[config.mk]
export PLATFORM = sky130hd
export DESIGN_NAME = pc_predict_unit
export DESIGN_NICKNAME = d
export VERILOG_FILES = /design/src/rtl/pc_pkg.sv /design/src/rtl/pc_btb.sv /design/src/rtl/pc_predict_unit.sv
export SDC_FILE = /design/constraint.sdc
export NUM_CORES = 1
export LEC_CHECK = 0
export CORE_MARGIN = 2
export CORE_UTILIZATION = 60
export DETAILED_ROUTE_END_ITERATION = 16
export PLACE_DENSITY = 0.9
export SLEW_MARGIN = 25
export SYNTH_ARGS = -nofsm -noshare
export SYNTH_HDL_FRONTEND = slang
export SYNTH_HIERARCHICAL = 1
export SYNTH_SLANG_ARGS = --single-unit
export TNS_END_PERCENT = 10
[constraint.sdc]
create_clock -name clk -period 12.25 [get_ports clk]
set_input_delay 1.8375 -clock clk [delete_from_list [all_inputs] [get_ports clk]]
set_output_delay 1.8375 -clock clk [all_outputs]
set_load 0.03 [all_outputs]
[src/rtl/pc_pkg.sv]
// pc_pkg: opcodes, condition codes, flag positions and BTB counter constants
// shared by the fetch-PC prediction unit and its branch target buffer.
package pc_pkg;

    // Opcodes the unit cares about.
    localparam logic [3:0] OP_B   = 4'b1100;
    localparam logic [3:0] OP_BR  = 4'b1101;
    localparam logic [3:0] OP_HLT = 4'b1111;

    // Bit positions inside the {Z,V,N} flag vector.
    localparam int unsigned FLAG_Z = 2;
    localparam int unsigned FLAG_V = 1;
    localparam int unsigned FLAG_N = 0;

    // 2-bit saturating counter encodings.
    localparam logic [1:0] CTR_MIN   = 2'b00;
    localparam logic [1:0] CTR_RESET = 2'b01;
    localparam logic [1:0] CTR_ALLOC = 2'b10;
    localparam logic [1:0] CTR_MAX   = 2'b11;

    // Branch performance counters saturate here.
    localparam logic [15:0] CNT_MAX = 16'hFFFF;

    typedef enum logic [2:0] {
        CondNe     = 3'b000,
        CondEq     = 3'b001,
        CondGt     = 3'b010,
        CondLt     = 3'b011,
        CondGe     = 3'b100,
        CondLe     = 3'b101,
        CondOvf    = 3'b110,
        CondAlways = 3'b111
    } cond_t;

    // Evaluates condition code against the {Z,V,N} flags.
    function automatic logic cond_met(input cond_t cond, input logic [2:0] flags);
        logic z;
        logic v;
        logic n;
        logic met;
        z = flags[FLAG_Z];
        v = flags[FLAG_V];
        n = flags[FLAG_N];
        case (cond)
            CondNe:     met = ~z;
            CondEq:     met = z;
            CondGt:     met = ~z & ~n;
            CondLt:     met = n;
            CondGe:     met = z | (~z & ~n);
            CondLe:     met = z | n;
            CondOvf:    met = v;
            CondAlways: met = 1'b1;
            default:    met = 1'b0;
        endcase
        return met;
    endfunction

    // True for the opcodes resolved in EX as branches.
    function automatic logic is_branch_op(input logic [3:0] opcode);
        return (opcode == OP_B) || (opcode == OP_BR);
    endfunction

    // True for the halt opcode; decoded in IF before it reaches this unit.
    function automatic logic is_halt_op(input logic [3:0] opcode);
        return opcode == OP_HLT;
    endfunction

endpackage

[src/rtl/pc_btb.sv]
// pc_btb: direct-mapped branch target buffer with 2-bit saturating counters.
// One asynchronous read port for the fetch PC, one synchronous update port
// driven by branch resolution. Writes land at the clock edge with no bypass.
module pc_btb
    import pc_pkg::*;
#(
    parameter int unsigned ADDR_W    = 16,
    parameter int unsigned BTB_DEPTH = 8
) (
    input  logic              clk,
    input  logic              rst_n,
    // Fetch-side lookup
    input  logic [ADDR_W-1:0] i_rd_pc,
    output logic              o_rd_taken,
    output logic [ADDR_W-1:0] o_rd_target,
    // Resolution-side update
    input  logic              i_upd_en,
    input  logic              i_upd_taken,
    input  logic [ADDR_W-1:0] i_upd_pc,
    input  logic [ADDR_W-1:0] i_upd_target
);

    localparam int unsigned IDX_W = $clog2(BTB_DEPTH);
    localparam int unsigned TAG_W = ADDR_W - IDX_W - 1;

    logic              r_valid  [BTB_DEPTH];
    logic [TAG_W-1:0]  r_tag    [BTB_DEPTH];
    logic [ADDR_W-1:0] r_target [BTB_DEPTH];
    logic [1:0]        r_ctr    [BTB_DEPTH];

    logic [IDX_W-1:0]  w_rd_idx;
    logic [TAG_W-1:0]  w_rd_tag;
    logic              w_rd_hit;

    logic [IDX_W-1:0]  w_upd_idx;
    logic [TAG_W-1:0]  w_upd_tag;
    logic              w_upd_hit;
    logic [1:0]        w_ctr_cur;
    logic [1:0]        w_ctr_inc;
    logic [1:0]        w_ctr_dec;

    // Instructions are halfword aligned, so PC bit 0 never selects an entry.
    logic              w_unused_pc_lsb;
    assign w_unused_pc_lsb = i_rd_pc[0] ^ i_upd_pc[0];

    assign w_rd_idx  = i_rd_pc[IDX_W:1];
    assign w_rd_tag  = i_rd_pc[ADDR_W-1:IDX_W+1];
    assign w_rd_hit  = r_valid[w_rd_idx] && (r_tag[w_rd_idx] == w_rd_tag);

    assign o_rd_taken  = w_rd_hit & r_ctr[w_rd_idx][1];
    assign o_rd_target = o_rd_taken ? r_target[w_rd_idx] : '0;

    assign w_upd_idx = i_upd_pc[IDX_W:1];
    assign w_upd_tag = i_upd_pc[ADDR_W-1:IDX_W+1];
    assign w_upd_hit = r_valid[w_upd_idx] && (r_tag[w_upd_idx] == w_upd_tag);
    assign w_ctr_cur = r_ctr[w_upd_idx];

    // Saturating counter steps for the entry being updated.
    always_comb begin
        w_ctr_inc = (w_ctr_cur == CTR_MAX) ? CTR_MAX : w_ctr_cur + 2'd1;
        w_ctr_dec = (w_ctr_cur == CTR_MIN) ? CTR_MIN : w_ctr_cur - 2'd1;
    end

    // Entry storage: clear on reset, train or allocate on resolved branches.
    always_ff @(posedge clk or negedge rst_n) begin
        if (!rst_n) begin
            for (int unsigned i = 0; i < BTB_DEPTH; i++) begin
                r_valid[i]  <= 1'b0;
                r_tag[i]    <= '0;
                r_target[i] <= '0;
                r_ctr[i]    <= CTR_RESET;
            end
        end else if (i_upd_en) begin
            if (i_upd_taken) begin
                if (w_upd_hit) begin
                    r_target[w_upd_idx] <= i_upd_target;
                    r_ctr[w_upd_idx]    <= w_ctr_inc;
                end else begin
                    r_valid[w_upd_idx]  <= 1'b1;
                    r_tag[w_upd_idx]    <= w_upd_tag;
                    r_target[w_upd_idx] <= i_upd_target;
                    r_ctr[w_upd_idx]    <= CTR_ALLOC;
                end
            end else if (w_upd_hit) begin
                // Not-taken misses leave the table alone.
                r_ctr[w_upd_idx] <= w_ctr_dec;
            end
        end
    end

endmodule

[src/rtl/pc_predict_unit.sv]
// pc_predict_unit: registered fetch PC with BTB prediction, EX-stage
// misprediction recovery, stall/halt handling and branch statistics.
module pc_predict_unit
    import pc_pkg::*;
#(
    parameter int unsigned       ADDR_W    = 16,
    parameter int unsigned       IMM_W     = 9,
    parameter int unsigned       BTB_DEPTH = 8,
    parameter logic [ADDR_W-1:0] RESET_PC  = '0
) (
    input  logic              clk,
    input  logic              rst_n,
    // Fetch side
    input  logic              stall_if,
    input  logic              halt_if,
    output logic [ADDR_W-1:0] if_pc,
    output logic              if_pred_taken,
    output logic [ADDR_W-1:0] if_pred_target,
    // Execute side
    input  logic              ex_valid,
    input  logic [3:0]        ex_opcode,
    input  logic [2:0]        ex_cond,
    input  logic [2:0]        ex_flags,
    input  logic [ADDR_W-1:0] ex_pc,
    input  logic [IMM_W-1:0]  ex_imm,
    input  logic [ADDR_W-1:0] ex_reg,
    input  logic              ex_pred_taken,
    input  logic [ADDR_W-1:0] ex_pred_target,
    // Control and statistics
    output logic              flush,
    output logic              halted,
    output logic [15:0]       br_count,
    output logic [15:0]       mis_count
);

    localparam logic [ADDR_W-1:0] PC_STEP = ADDR_W'(2);

    logic [ADDR_W-1:0] r_pc;
    logic              r_halted;
    logic [15:0]       r_br_count;
    logic [15:0]       r_mis_count;

    logic              w_ex_br;
    logic              w_taken;
    logic [ADDR_W-1:0] w_imm_ext;
    logic [ADDR_W-1:0] w_b_target;
    logic [ADDR_W-1:0] w_target;
    logic [ADDR_W-1:0] w_seq_pc;
    logic [ADDR_W-1:0] w_redirect_pc;
    logic              w_flush;
    logic [ADDR_W-1:0] w_pc_next;
    logic              w_halted_next;
    logic              w_pred_taken;
    logic [ADDR_W-1:0] w_pred_target;

    pc_btb #(
        .ADDR_W    (ADDR_W),
        .BTB_DEPTH (BTB_DEPTH)
    ) u_btb (
        .clk          (clk),
        .rst_n        (rst_n),
        .i_rd_pc      (r_pc),
        .o_rd_taken   (w_pred_taken),
        .o_rd_target  (w_pred_target),
        .i_upd_en     (w_ex_br),
        .i_upd_taken  (w_taken),
        .i_upd_pc     (ex_pc),
        .i_upd_target (w_target)
    );

    // Branch resolution: direction, actual target and misprediction detect.
    always_comb begin
        w_ex_br       = ex_valid & is_branch_op(ex_opcode);
        w_taken       = cond_met(cond_t'(ex_cond), ex_flags);
        w_imm_ext     = {{(ADDR_W - IMM_W){ex_imm[IMM_W-1]}}, ex_imm};
        // Immediate counts instruction words; all sums wrap modulo 2^ADDR_W.
        w_b_target    = ex_pc + PC_STEP + (w_imm_ext << 1);
        w_target      = (ex_opcode == OP_BR) ? ex_reg : w_b_target;
        w_seq_pc      = ex_pc + PC_STEP;
        w_redirect_pc = w_taken ? w_target : w_seq_pc;
        w_flush       = w_ex_br &
                        ((w_taken != ex_pred_taken) |
                         (w_taken & (w_target != ex_pred_target)));
    end

    // Next-PC selection; flush outranks halt and stall.
    always_comb begin
        w_pc_next     = r_pc;
        w_halted_next = r_halted;
        if (w_flush) begin
            w_pc_next     = w_redirect_pc;
            w_halted_next = 1'b0;
        end else if (r_halted) begin
            w_pc_next = r_pc;
        end else if (halt_if && !stall_if) begin
            w_halted_next = 1'b1;
        end else if (stall_if) begin
            w_pc_next = r_pc;
        end else if (w_pred_taken) begin
            w_pc_next = w_pred_target;
        end else begin
            w_pc_next = r_pc + PC_STEP;
        end
    end

    // PC and halt flag registers.
    always_ff @(posedge clk or negedge rst_n) begin
        if (!rst_n) begin
            r_pc     <= RESET_PC;
            r_halted <= 1'b0;
        end else begin
            r_pc     <= w_pc_next;
            r_halted <= w_halted_next;
        end
    end

    // Saturating branch and misprediction counters.
    always_ff @(posedge clk or negedge rst_n) begin
        if (!rst_n) begin
            r_br_count  <= '0;
            r_mis_count <= '0;
        end else begin
            if (w_ex_br && (r_br_count != CNT_MAX)) begin
                r_br_count <= r_br_count + 16'd1;
            end
            if (w_flush && (r_mis_count != CNT_MAX)) begin
                r_mis_count <= r_mis_count + 16'd1;
            end
        end
    end

    assign if_pc          = r_pc;
    assign if_pred_taken  = w_pred_taken;
    assign if_pred_target = w_pred_target;
    assign flush          = w_flush;
    assign halted         = r_halted;
    assign br_count       = r_br_count;
    assign mis_count      = r_mis_count;

endmodule
==> out/metrics.cfg, run 1 <==
[setup_path]
startpoint_type = primary input
cp.required_ps = 10410
crit_fanout = 36
critPathArrivalTime_ps = 7410
crit_path_start = ex_pc[2]
end_kind = output pin
worstSetupPathType = in -> out
r2r_start = if_pc[1]$_DFFE_PN0P_

[placed_design]
placed_area_sq_um = 18900
placedCellCount = 1954
io_buffers = 139
gp_congestion = 0.923
place_hpwl_mm = 32.5

[global_routing]
grt_pass1_wl_mm = 76.1
grt_usage = 0.323
gr-total-overflow = 0
grt_pass1_vias = 13600
grt_max_degree = 164
antenna_found_initial = 1

[logic_synthesis]
synth_nets = 1586
synth-edff-count = 0
synth_top_area_frac = 0.420
synthArstFlopShare = 1.00
syn_area_per_cell_sq_um = 11.5
ys_types = 69
synthesis.area_sq_um = 17200
synthCells = 1494
synth_flop_cell = dfrtp_1
ys_ff_latch = 297
yosysSeqAreaShare = 0.432
netlist_top_cells_area = dfrtp_1, mux2_2, mux4_2
synth_top_cell_by_area = dfrtp_1
ys_warn_count = 6

[sta]
slew_headroom = 0.232
clock_skew_ps = 18.4
slew_viol_final = 0
setup_viol = 0
worst_slew_pin_slew_ps = 1150
period_needed_ps = 9250
rsz0062_at_grt = false
hold_violations = 0
max_freq_mhz = 108
fin_tns_setup_ps = 0
fin_crit_sh = 0.755

[routing]
drt_wl_total_mm = 48.8
drt-vias-per-instance = 6.63
ant_nets = 0
dr.first_iter.drc_count = 1462
drt_pre_antenna_iters = 5
drc = 0
wl_per_cell_um = 24.2
vias = 13400

[die]
die_h_um = 173
io_pins = 140
core_sq_um = 28500
die-area_sq_um = 30100
rows = 62
initial_core_util = 0.605
die_w_um = 173

[run_status]
status = finished, final reports clean

[clocking]
clkTransAtPathRegs_ps = 60
cts_inserted_buffers = 31
postCtsHoldBufs = 0
cts_root_buffer = clkbuf_16
worstSkewPairLatency_ps = 570
cts_sinks = 297
ctsHtreeMaxLevel = 1
clockBufferDepth = 3
cts_tree = built
cts.repair.resized = 0
post_cts_buffers = 0

[pwr]
switching_power_mw = 1.05
pwr-share-seq = 0.405
p_per_area_nw_per_um2 = 159
sw_frac_of_total = 0.330
power_frac_comb = 0.284
internal_power_mw = 2.13
clock_power_share = 0.311
peakVddDrop_mv = 0.113
p_leak_nw = 9.01

[finish]
fin_area_sq_um = 20000
fin_nets = 1696
layoutNonFillerInstCount = 2013
drive_gt1_frac = 0.247
areaGrowthSynthToFinish_pct = 16.2

[worst_hold_path]
hp-class = reg -> reg
hp-start = u_btb/r_target[2]$_DFFE_PN0P_

[job]
cap_violations = 0

==> final timing paths <==
path | endpoint | slack, ps | depth (start not counted)
max | flush | 3000 | 18
min | u_btb/r_target[2]$_DFFE_PN0P_ | 480 | 2
max reg2reg | if_pc[5]$_DFFE_PN0P_ | 6870 | 13
min reg2reg | u_btb/r_target[2]$_DFFE_PN0P_ | 480 | 2
max in group asynchronous | br_count[10]$_DFFE_PN0P_ | 9870 | 2
min in group asynchronous | mis_count[0]$_DFFE_PN0P_ | 1190 | 1
==> worst max-delay path, stage by stage <==
cell             delay, ps
clkdlybuf4s50_1        460
buf_4                  420
nand3_1                200
nor2_1                 200
and2_1                 220
nand2_1                 90
xnor2_1                260
ha_1                   370
a21oi_1                240
o211ai_1               220
a41oi_1                390
a32oi_1                170
xor2_1                 210
a211o_1                340
a2111oi_4              890
nand2b_1               230
inv_1                   50
clkdlybuf4s50_1        580
==> logic make-up after synthesis <==
family | after synthesis | synth area share
muxes | 399 | 0.299
and+or+nand+nor | 384 | 0.108
DFF | 297 | 0.432
AOI/OAI and AO/OA | 199 | 0.0749
buffers and inverters | 116 | 0.0298
xor gates and xnor gates | 78 | 0.0405
adders and majority gates | 21 | 0.0154
==> power by group through the flow <==
| stage | logic [mW] | registers (mW) | clock network (mW) |
|---|---|---|---|
| floorplan | 0.575 | 1.28 | 0 |
| global placement | 0.850 | 1.28 | 0 |
| detailed placement | 0.882 | 1.30 | 0 |
| CTS | 0.894 | 1.28 | 0.998 |
| global route | 0.957 | 1.30 | 1.04 |
| finish | 0.905 | 1.29 | 0.988 |
==> sequential cells by signal (all words and copies together), names as in the netlist <==
signal,count
halted,1
br_count,16
u_btb/r_tag,96
u_btb/r_valid,8
if_pc,16
mis_count,16
u_btb/r_target,128
u_btb/r_ctr,16
==> cell type report <==
cell class,count,area [sq um]
multi-input combinational,1081,9280
fill,1910,8470
sequential,297,7450
timing repair buffer,164,1610
clock buffer,42,887
tap,384,480
clock inverter,15,191
inverter,29,109
antenna,1,2.50
==> cells in the final DEF, fill, tap and decap left out, drive strengths merged, types with 6 or more instances in the layout <==
cell           instances
dfrtp                289
mux2                 219
clkdlybuf4s50        136
nand2                134
mux2i                110
nor2                  76
mux4                  70
a21oi                 60
nand3                 48
o21ai                 42
clkbuf                42
xor2                  40
xnor2                 37
inv                   30
buf                   28
nor3                  23
ha                    18
a31oi                 16
and3                  14
or2                   12
nor4                  12
nand4                 11
o211ai                11
nor2b                 11
a22oi                 10
nand2b                 9
o21a                   9
dfstp                  8
o22ai                  7
a211oi                 7
or3                    6
clkinv                 6
==> Yosys cell counts (3+ instances only) <==
| library cell | count |
|---|---|
| o21a_1 | 9 |
| clkbuf_1 | 37 |
| nor2b_1 | 11 |
| o211a_1 | 4 |
| a211oi_1 | 5 |
| inv_1 | 29 |
| a21o_1 | 4 |
| nor3b_1 | 4 |
| nor4b_1 | 3 |
| dfrtp_1 | 289 |
| mux4_2 | 70 |
| nand2_1 | 134 |
| a22oi_1 | 10 |
| nand2b_1 | 9 |
| or3b_2 | 3 |
| xnor2_1 | 37 |
| o211ai_1 | 11 |
| buf_2 | 23 |
| dfstp_2 | 8 |
| mux2i_1 | 110 |
| and2_1 | 4 |
| and4_1 | 5 |
| and3_1 | 14 |
| nand4_1 | 11 |
| o22ai_1 | 7 |
| mux2_2 | 216 |
| nor2_1 | 76 |
| o2111ai_1 | 4 |
| or2_2 | 12 |
| buf_6 | 4 |
| a21oi_1 | 60 |
| a32oi_1 | 4 |
| nand3_1 | 48 |
| or3_1 | 6 |
| nor3_1 | 23 |
| buf_1 | 18 |
| ha_1 | 18 |
| xor2_1 | 40 |
| o21ai_0 | 42 |
| nor4_1 | 10 |
| a31oi_1 | 16 |
| buf_4 | 5 |
| a221oi_1 | 3 |
| or4_1 | 3 |
==> metal layers <==
layer / part of all wire / wire length (um) / track usage / up-vias
li1: - / - / - / 5749
met1: 0.38 / 18400 / 0.425 / 6689
met2: 0.47 / 23100 / 0.519 / 755
met3: 0.10 / 5110 / 0.0669 / 161
met4: 0.044 / 2150 / 0.149 / 0
met5: 0 / 0 / 0 / -
==> metrics by stage <==
stage | hold WS (ps) | power [mW] | util | setup WS, ps
2_1_floorplan | 441 | 1.85 | - | 5050
3_3_place_gp | 453 | 2.13 | 0.663 | 3170
3_5_place_dp | 462 | 2.18 | 0.663 | 3070
4_1_cts | 478 | 3.17 | 0.701 | 3030
5_1_grt | 499 | 3.30 | 0.703 | 2620
6_report | 477 | 3.18 | 0.703 | 3000
(Power assumes the default switching activity.)
==> run 2, diff against run 1 <==
--- a/config.mk
+++ b/config.mk
@@ -6,9 +6,9 @@
 export NUM_CORES = 1
 export LEC_CHECK = 0
 export CORE_MARGIN = 2
-export CORE_UTILIZATION = 60
+export CORE_UTILIZATION = 59
 export DETAILED_ROUTE_END_ITERATION = 16
-export PLACE_DENSITY = 0.9
+export PLACE_DENSITY = 0.89
 export SLEW_MARGIN = 25
 export SYNTH_ARGS = -nofsm -noshare
 export SYNTH_HDL_FRONTEND = slang
==> constraint.sdc (replaced) <==
create_clock -name clk -period 9 [get_ports clk]
set_input_delay 1.35 -clock clk [delete_from_list [all_inputs] [get_ports clk]]
set_output_delay 1.35 -clock clk [all_outputs]
set_load 0.03 [all_outputs]
==> run 2 against run 1 <==
Die area rose by 1.7%. First-iteration DRC count fell by 0.68%. Highest routed layer unchanged. Flip-flop and latch count did not move. Via count fell by 0.58%. Critical path depth did not move. Global-route usage fell by 1.4 points. Routed wire length fell by 2.9%. Largest power group unchanged. Worst setup slack got worse by 1700 ps. Critical endpoint unchanged. Clock skew fell by 3.7 ps.
==> out/metrics.cfg, run 2 (synthesis results as in run 1) <==
[run_status]
status = finished, final reports clean

[placed_design]
place_ws_ps = 1360  ; -1720 ps
gp_congestion = 0.949  ; +2.9%
placedCellCount = 1955  ; +0.051%
io_buffers = 139  ; unchanged
place_hpwl_mm = 31.0  ; -4.4%

[clocking]
worstSkewPairLatency_ps = 560  ; about the same
clockBufferDepth = 3  ; unchanged
clkTransAtPathRegs_ps = 60  ; about the same
post_cts_buffers = 0  ; unchanged
cts.repair.resized = 0  ; unchanged
ctsHtreeMaxLevel = 1  ; unchanged
cts_inserted_buffers = 31  ; unchanged
cts_tree = built
cts_root_buffer = clkbuf_16
postCtsHoldBufs = 0  ; unchanged
cts_sinks = 297  ; unchanged

[setup_path]
critPathArrivalTime_ps = 6400  ; -1010 ps
crit_fanout = 17  ; -53%
worstSetupPathType = in -> out
r2r_slack_ps = 4590  ; -2280 ps
cp.required_ps = 7650  ; -2760 ps
startpoint_type = primary input
end_kind = output pin
r2r_start = if_pc[1]$_DFFE_PN0P_
r2r.worst_path.cells = 12  ; -1
rr_endpoint = if_pc[5]$_DFFE_PN0P_

[sta]
clock_skew_ps = 14.7  ; -3.68 ps
slew_headroom = 0.243  ; +0.0116
period_needed_ps = 7750
fin_crit_sh = 0.861
rsz0062_at_grt = false
fin_hold_ws_ps = 477  ; +0.349 ps
slew_viol_final = 0  ; unchanged
hold_violations = 0  ; unchanged
max_freq_mhz = 129
worst_slew_pin_slew_ps = 1130  ; -23.3 ps
setup_viol = 0  ; unchanged
fin_ws_ps = 1250  ; -1750 ps
fin_tns_setup_ps = 0  ; unchanged

[finish]
areaGrowthSynthToFinish_pct = 15.9
layoutNonFillerInstCount = 2012  ; -0.050%
register_area_sq_um = 7450  ; unchanged
antenna_cells = 0  ; -1
layout_common_cells = dfrtp_1, mux2_2, clkdlybuf4s50_1
multi_input_comb_area_sq_um = 9280  ; unchanged
reg_top3 = u_btb/r_target: 128 flops, u_btb/r_tag: 96 flops
final_common_cell = dfrtp_1
top_register = u_btb/r_target
drive_gt1_frac = 0.244  ; -0.00246
fill_cells = 1906  ; -0.21%
largest_reg_flops = 128  ; unchanged
fin_nets = 1697  ; +0.059%

[global_routing]
gr-total-overflow = 0  ; unchanged
grt_pass1_vias = 13600  ; -0.051%
grt_usage = 0.309  ; -0.0143
antenna_found_initial = 1  ; unchanged
grt_pass1_wl_mm = 74.0  ; -2.7%
grt_max_degree = 164  ; unchanged

[pwr]
p_leak_nw = 8.99  ; -0.15%
p_per_area_nw_per_um2 = 213  ; +34%
peakVddDrop_mv = 0.151  ; +34%
power_mw = 4.25  ; +34%

[job]
cap_violations = 0  ; unchanged

[worst_hold_path]
hp-class = reg -> reg
hold_depth = 2  ; unchanged
hp-start = u_btb/r_target[7]$_DFFE_PN0P_
hold-path-endpoint = u_btb/r_target[7]$_DFFE_PN0P_

[routing]
drt-vias-per-instance = 6.60  ; -0.53%
vias = 13300  ; -0.58%
ant_nets = 0  ; unchanged
drt_pre_antenna_iters = 5  ; unchanged
wl_per_cell_um = 23.5  ; -2.9%
dr.first_iter.drc_count = 1452  ; -0.68%
drt_wl_total_mm = 47.3  ; -2.9%
drc = 0  ; unchanged

[die]
initial_core_util = 0.600  ; -0.00490
io_pins = 140  ; unchanged
die-area_sq_um = 30600  ; +1.7%
die_w_um = 175  ; +0.82%
die_h_um = 175  ; +0.82%
rows = 62  ; unchanged
core_sq_um = 28700  ; +0.82%

-- run 2: cell types whose count changed in the layout (fill, tap and decap cells not counted) --
cell,previous run,this run
nor3_1,22,23
nand2_1,134,132
clkinv_2,6,4
clkbuf_1,4,9
bufinv_16,4,2
nand2_2,0,2
inv_8,1,0
clkbuf_8,7,9
diode_2,1,0
inv_6,0,1
clkinvlp_4,4,0
nor3_2,1,0
buf_4,23,24
-- run 2: area by class of cell --
| class | instances | share of cell area |
|---|---|---|
| inverters | 29 | 0.00546 |
| multi-input cells | 1081 | 0.465 |
| well taps | 384 | 0.0241 |
| clock buffers | 49 | 0.0468 |
| clock inverters | 7 | 0.00445 |
| repair buffers | 165 | 0.0809 |
| flip-flops and latches | 297 | 0.373 |
-- run 2: stage by stage --
stage               utilization  cell area (sq um)
finish                    0.695              20000
global placement          0.658              18900
global route              0.695              20000
CTS                       0.694              19900
detailed placement        0.658              18900
floorplan                     -              17200
-- run 2: layer usage --
layer	GRT usage	share of wire
met5	0	0
met4	0.142	0.048
met3	0.0577	0.094
met2	0.510	0.47
met1	0.397	0.38
-- run 2: where the power goes --
part           internal [mW]  switching (mW)  leakage (nW)
Sequential              1.52           0.250          3.95
Clock                  0.763           0.521         0.506
Combinational          0.581           0.621          4.54
Total                   2.86            1.39          8.99
-- run 2: worst max path at each step --
stage             start  slack, ps     to  depth (start not counted)
2_1_floorplan  ex_pc[1]       2770  flush                         17
3_3_place_gp   ex_pc[5]       1520  flush                         18
3_5_place_dp   ex_pc[5]       1360  flush                         18
4_1_cts        ex_pc[5]       1330  flush                         18
5_1_grt        ex_pc[5]        950  flush                         18
6_report       ex_pc[5]       1250  flush                         18
-- run 2: critical path, cell delays in order --
cell	delay [ps]
clkdlybuf4s50_1	790
nand2_1	110
nor2_1	190
and2_1	220
nand2_1	80
xnor2_1	340
ha_1	390
a21oi_1	230
o211ai_1	210
a41oi_1	360
a32oi_1	160
xor2_1	210
a211o_1	340
a2111oi_4	350
buf_4	270
nand2b_1	160
inv_1	40
clkdlybuf4s50_1	580
